File: config.mk
export PLATFORM = sky130hd
export DESIGN_NAME = mux_scan_seq_flat
export DESIGN_NICKNAME = d
export VERILOG_FILES = /design/src/rtl/mux_scan_seq_if.sv /design/src/rtl/mux_scan_seq.sv /design/src/flat_wrapper.sv
export SDC_FILE = /design/constraint.sdc
export NUM_CORES = 1
export LEC_CHECK = 0
export ABC_AREA = 1
export CAP_MARGIN = 0
export CORE_UTILIZATION = 48
export CTS_BUF_LIST = sky130_fd_sc_hd__clkbuf_8
export DETAILED_ROUTE_END_ITERATION = 16
export GPL_TIMING_DRIVEN = 0
export PLACE_DENSITY = 0.88
export SYNTH_ARGS = -nofsm -noshare
export SYNTH_HDL_FRONTEND = slang
export SYNTH_SLANG_ARGS = --single-unit
File: constraint.sdc
create_clock -name clk -period 1.9 [get_ports clk]
set_input_delay 0.38 -clock clk [delete_from_list [all_inputs] [get_ports clk]]
set_output_delay 0.38 -clock clk [all_outputs]
set_load 0.005 [all_outputs]
File: src/rtl/mux_scan_seq_if.sv
// mux_scan_seq_if: source bank and sample bus of mux_scan_seq.
// master drives en/mode/sel_in/din (+skip_mask with MUX_SKIP_MASK_EN),
// slave returns dout/sel_out/valid/wrap/sel_err.
interface mux_scan_seq_if #(
  parameter int WIDTH    = 1,
  parameter int CHANNELS = 8,
  parameter int SEL_W    = 3
);
  logic                      en;
  logic                      mode;
  logic [SEL_W-1:0]          sel_in;
  logic [CHANNELS*WIDTH-1:0] din;
`ifdef MUX_SKIP_MASK_EN
  logic [CHANNELS-1:0]       skip_mask;
`endif
  logic [WIDTH-1:0]          dout;
  logic [SEL_W-1:0]          sel_out;
  logic                      valid;
  logic                      wrap;
  logic                      sel_err;

  modport master (
`ifdef MUX_SKIP_MASK_EN
    output skip_mask,
`endif
    output en, mode, sel_in, din,
    input  dout, sel_out, valid, wrap, sel_err
  );

  modport slave (
`ifdef MUX_SKIP_MASK_EN
    input  skip_mask,
`endif
    input  en, mode, sel_in, din,
    output dout, sel_out, valid, wrap, sel_err
  );
endinterface

File: src/rtl/mux_scan_seq.sv
// mux_scan_seq: registered N:1 mux with manual select and auto scan.
// Ports: clk, rst_n (async, active-low), bus (mux_scan_seq_if.slave).
// Optional MUX_SKIP_MASK_EN: scan skips channels with skip_mask[k]=1.
module mux_scan_seq #(
  parameter int WIDTH    = 1,
  parameter int CHANNELS = 8,
  parameter int SEL_W    = 3,
  parameter int DWELL    = 1
) (
  input logic           clk,
  input logic           rst_n,
  mux_scan_seq_if.slave bus
);
  localparam int DC_W = $clog2(DWELL) + 1;
  localparam logic [DC_W-1:0] DC_LAST =
    DC_W'(DWELL - 1);

  typedef enum logic [1:0] {
    IDLE,
    MANUAL,
    SCAN
  } state_t;

  state_t state, state_nxt;

  logic [SEL_W-1:0] ch, ch_nxt;
  logic [DC_W-1:0]  dc, dc_nxt, dc_cur;
  logic [WIDTH-1:0] dout_q, dout_nxt;
  logic [SEL_W-1:0] sel_q, sel_nxt;
  logic             valid_q, valid_nxt;
  logic             wrap_q, wrap_nxt;
  logic             err_q, err_nxt;

  logic [SEL_W-1:0] first;
  logic [SEL_W-1:0] cur;
  logic [SEL_W-1:0] adv;
  logic             last;
  logic             any_on;

  function automatic logic [WIDTH-1:0] slice(
    input logic [CHANNELS*WIDTH-1:0] d,
    input logic [SEL_W-1:0]          idx
  );
    slice = '0;
    for (int k = 0; k < CHANNELS; k++)
      if (SEL_W'(k) == idx)
        slice = d[k*WIDTH +: WIDTH];
  endfunction

  // cur: channel sampled this edge (scan entry restarts
  // at the first scannable channel); adv: its successor.
`ifdef MUX_SKIP_MASK_EN
  logic up_ok;

  always_comb begin
    first  = '0;
    any_on = 1'b0;
    adv    = '0;
    up_ok  = 1'b0;
    for (int k = CHANNELS - 1; k >= 0; k--)
      if (!bus.skip_mask[k]) begin
        first  = SEL_W'(k);
        any_on = 1'b1;
      end
    cur = (state == SCAN) ? ch : first;
    for (int k = CHANNELS - 1; k >= 0; k--)
      if (!bus.skip_mask[k] &&
          SEL_W'(k) > cur) begin
        adv   = SEL_W'(k);
        up_ok = 1'b1;
      end
    // nothing unmasked above cur: sweep ends here
    last = !up_ok;
    if (!up_ok)
      adv = first;
  end
`else
  localparam logic [SEL_W-1:0] CH_LAST =
    SEL_W'(CHANNELS - 1);

  always_comb begin
    first  = '0;
    any_on = 1'b1;
    cur    = (state == SCAN) ? ch : first;
    last   = (cur == CH_LAST);
    adv    = last ? '0 : cur + 1'b1;
  end
`endif

  assign dc_cur = (state == SCAN) ? dc : '0;

  always_comb begin
    state_nxt = IDLE;
    ch_nxt    = '0;
    dc_nxt    = '0;
    dout_nxt  = dout_q;
    sel_nxt   = sel_q;
    valid_nxt = 1'b0;
    wrap_nxt  = 1'b0;
    err_nxt   = 1'b0;
    unique case (1'b1)
      !bus.en: begin
        state_nxt = IDLE;
      end
      bus.en && !bus.mode: begin
        state_nxt = MANUAL;
        sel_nxt   = bus.sel_in;
        if (int'(bus.sel_in) < CHANNELS) begin
          dout_nxt  = slice(bus.din, bus.sel_in);
          valid_nxt = 1'b1;
        end else begin
          dout_nxt = '0;
          err_nxt  = 1'b1;
        end
      end
      bus.en && bus.mode: begin
        state_nxt = SCAN;
        dout_nxt  = slice(bus.din, cur);
        sel_nxt   = cur;
        ch_nxt    = cur;
        if (!any_on) begin
          dc_nxt = '0;
        end else if (dc_cur == DC_LAST) begin
          valid_nxt = 1'b1;
          wrap_nxt  = last;
          ch_nxt    = adv;
        end else begin
          dc_nxt = dc_cur + 1'b1;
        end
      end
      default: begin
        state_nxt = IDLE;
      end
    endcase
  end

  always_ff @(posedge clk or negedge rst_n) begin
    if (!rst_n) begin
      state   <= IDLE;
      ch      <= '0;
      dc      <= '0;
      dout_q  <= '0;
      sel_q   <= '0;
      valid_q <= 1'b0;
      wrap_q  <= 1'b0;
      err_q   <= 1'b0;
    end else begin
      state   <= state_nxt;
      ch      <= ch_nxt;
      dc      <= dc_nxt;
      dout_q  <= dout_nxt;
      sel_q   <= sel_nxt;
      valid_q <= valid_nxt;
      wrap_q  <= wrap_nxt;
      err_q   <= err_nxt;
    end
  end

  assign bus.dout    = dout_q;
  assign bus.sel_out = sel_q;
  assign bus.valid   = valid_q;
  assign bus.wrap    = wrap_q;
  assign bus.sel_err = err_q;
endmodule

File: src/flat_wrapper.sv
// flat-port wrapper written by rule: the top's interface ports become plain ports
module mux_scan_seq_flat 
#(
  parameter int WIDTH    = 1,
  parameter int CHANNELS = 8,
  parameter int SEL_W    = 3,
  parameter int DWELL    = 1
)
  (clk, rst_n, bus_en, bus_mode, bus_sel_in, bus_din, bus_dout, bus_sel_out, bus_valid, bus_wrap, bus_sel_err);
  mux_scan_seq_if #(.WIDTH(WIDTH), .CHANNELS(CHANNELS), .SEL_W(SEL_W)) bus_i ();
  input logic clk;
  input logic rst_n;
  input wire logic [$bits(bus_i.en)-1:0] bus_en;
  input wire logic [$bits(bus_i.mode)-1:0] bus_mode;
  input wire logic [$bits(bus_i.sel_in)-1:0] bus_sel_in;
  input wire logic [$bits(bus_i.din)-1:0] bus_din;
  output wire logic [$bits(bus_i.dout)-1:0] bus_dout;
  output wire logic [$bits(bus_i.sel_out)-1:0] bus_sel_out;
  output wire logic [$bits(bus_i.valid)-1:0] bus_valid;
  output wire logic [$bits(bus_i.wrap)-1:0] bus_wrap;
  output wire logic [$bits(bus_i.sel_err)-1:0] bus_sel_err;
  assign bus_i.en = bus_en;
  assign bus_i.mode = bus_mode;
  assign bus_i.sel_in = bus_sel_in;
  assign bus_i.din = bus_din;
  assign bus_dout = bus_i.dout;
  assign bus_sel_out = bus_i.sel_out;
  assign bus_valid = bus_i.valid;
  assign bus_wrap = bus_i.wrap;
  assign bus_sel_err = bus_i.sel_err;
  mux_scan_seq #(.WIDTH(WIDTH), .CHANNELS(CHANNELS), .SEL_W(SEL_W), .DWELL(DWELL)) u_core (.clk(clk), .rst_n(rst_n), .bus(bus_i));
endmodule
==> out/metrics.csv, run 1 <==
metric,value,unit
fin_skew,0.004973,ns
yosysWarnings,0,
synth-seq-cells,11,
first_pass_iters,4,
dp_hpwl,1.329,mm
grt_pass1_wl,2.373,mm
die_h,41.25,um
post_synth_num_cell_types,20,
seq_area_frac_synth,37.23,%
synthTopCellsByArea,"dfrtp_1, nand2_1, ha_1, inv_1, nor2_1",
hold_violations,0,
regArea,275.3,um^2
drv_slew,0,
cts.path.max_buffers,2,
drive_above_1_share,12.10,%
rsz0062_at_grt,no,
fin_total_pwr,0.5925,mW
netlist_area,739.5,um^2
fin_crit_sh,90.40,%
gp_congestion,0.7937,
multiInputGateArea,379.1,um^2
p_leak,0.5461,nW
slowest_delay,0.41,ns
hp-class,primary input to asynchronous set/reset pin,
first_iter_violations,12,
synth.largest_area_cell,dfrtp_1,
fin_tns_setup,0,ns
antenna_cells,0,
htreeDepth,1,
synth_cells,100,
routed_wl,1.657,mm
wl_met1,742,um
vdd_drop_max,0.5386,mV
vias_per_cell,4.957,
area_growth,36.38,%
met2WireLength,807,um
synth.top_cells.by_count,"nand2_1, inv_1, dfrtp_1",
startpoint_type,register,
crit_slowest_cell,dfrtp_1,
required,2.06,ns
cts_inserted_buffers,3,
post_drt_wl_per_cell,11.92,um
power.density,587.5,nW/um^2
synth-edff-count,0,
clk_latency,0.23,ns
die_w,41.25,um
nets,146,
cp.buffers_inverters,1,
path_clk_slew,0.05,ns
pin_count,22,
root_buffer,clkbuf_8,
maxCapViolations,0,
min_period,1.718,ns
yosysMostFrequentCell,nand2_1,
path_cells,nor2_4 > nand2_2 > inv_1 > ha_1 > ha_1 > nand2_1 > nand2_1 > nand3_1 > nand3_2 > nand2_2 > a21oi_2,
ys.flop_type,dfrtp_1,
status,completed,
path_class,register to register,
grt_pass1_vias,603,
antenna_found_initial,0,
report.final.setup_viol,0,
cp_top_family,simple AND/OR/NAND/NOR gates,
end_kind,register,
grt-ovfl-total,0,
num_vias,689,
core_area,1366,um^2
top_layer_used,met4,
start_util,54.12,%
arrival,1.88,ns
io_buffers,20,
max_freq,582.2,MHz
cts_tree,yes,
fill_cells,107,
synth_nets,121,
synth_top_area_share,37.23,%
grt_usage,22.29,%
route.met3.wl,86,um
drcViolationCount,0,
rows,13,
avgSynthCellArea,7.395,um^2
die-area,1702,um^2
worstPathMaxFanout,4,
grt_max_degree,12,
clock_sinks,11,
drtAntennaViolNets,0,
async_reset_ff_share,100.0,%
==> layer usage <==
layer  vias to the layer above  global-route usage [%]
met1                       305                   25.68
met3                         4                   1.630
met4                         0                   9.677
met5                         -                       0
met2                        27                   41.41
li1                        353                       -
==> area by class of cell <==
cell class | count | area share (%)
sequential | 11 | 27.30
inverter | 21 | 7.816
multi-input combinational | 66 | 37.59
clock inverter | 1 | 0.3722
clock buffer | 3 | 4.094
timing repair buffer | 20 | 19.85
buffer | 2 | 1.117
tap | 15 | 1.861
==> kinds of logic after synthesis <==
| logic type | after synthesis | share of synthesized area (%) |
|---|---|---|
| AOI/OAI and AO/OA | 8 | 6.598 |
| adders and majority gates | 6 | 10.15 |
| other | 1 | 0.5071 |
| buffers and inverters | 23 | 12.18 |
| DFF | 11 | 37.22 |
| and+or+nand+nor | 51 | 33.33 |
==> final timing paths <==
path / from / endpoint / slack (ns) / cells past startpoint
hold reg to reg: u_core.bus.sel_out[0] / u_core.bus.sel_out[0] / 0.49 / 2
setup reg to reg: u_core.state[0] / u_core.bus.dout / 0.18 / 11
max in group asynchronous: rst_n / u_core.bus.sel_out[1] / 1.09 / 1
min in group clk: u_core.bus.sel_out[0] / u_core.bus.sel_out[0] / 0.49 / 2
hold / removal: rst_n / u_core.bus.sel_out[0] / 0.48 / 1
setup / recovery: u_core.state[0] / u_core.bus.dout / 0.18 / 11
==> stage by stage <==
stage                     utilization, %  cell area [um^2]  cells  hold slack [ns]  worst slack [ns]
after detailed placement           70.15             958.4    135           0.4864            0.1808
final                              73.81              1008    139           0.4772            0.1825
after CTS                          73.44              1003    139           0.4868            0.1660
after global routing               73.81              1008    139           0.5162          0.007438
after floorplan                        -             739.5    100          0.08441            0.3599
after global placement             70.15             958.4    135           0.4798            0.2374
==> placed cells by master, fill, tap and decap left out, drive strengths merged <==
cell type,count
inv,22
a21oi,4
nand2,27
nand4,4
clkbuf,4
dfrtp,11
nor2,12
nand3b,1
clkdlybuf4s50,20
nand3,7
ha,6
conb,1
o21ai,2
o211ai,2
buf,1
==> state kept, by name, summed over array words and instances, names as in the netlist <==
| name | count |
|---|---|
| u_core.bus.dout | 1 |
| u_core.bus.sel_out | 3 |
| u_core.bus.valid | 1 |
| u_core.bus.wrap | 1 |
| u_core.ch | 3 |
| u_core.state | 2 |
==> report_power, final <==
group	switching [mW]	internal (mW)
Clock	0.0791	0.141
Combinational	0.0541	0.0625
Sequential	0.00772	0.248
==> what timing repair did <==
item / 4_1_cts / 5_1_grt
hold buffers: 0 / 0
setup buffers: 0 / 0
endpoints found under the setup margin: 0 / 1
gates resized for setup: 0 / 2
Power figures use the tool's default switching activity.
==> run 2: changes to the inputs <==
- SLEW_MARGIN: default -> 20
==> results of run 2 <==
No change in the layout: final DEF, timing and power equal those of run 1.
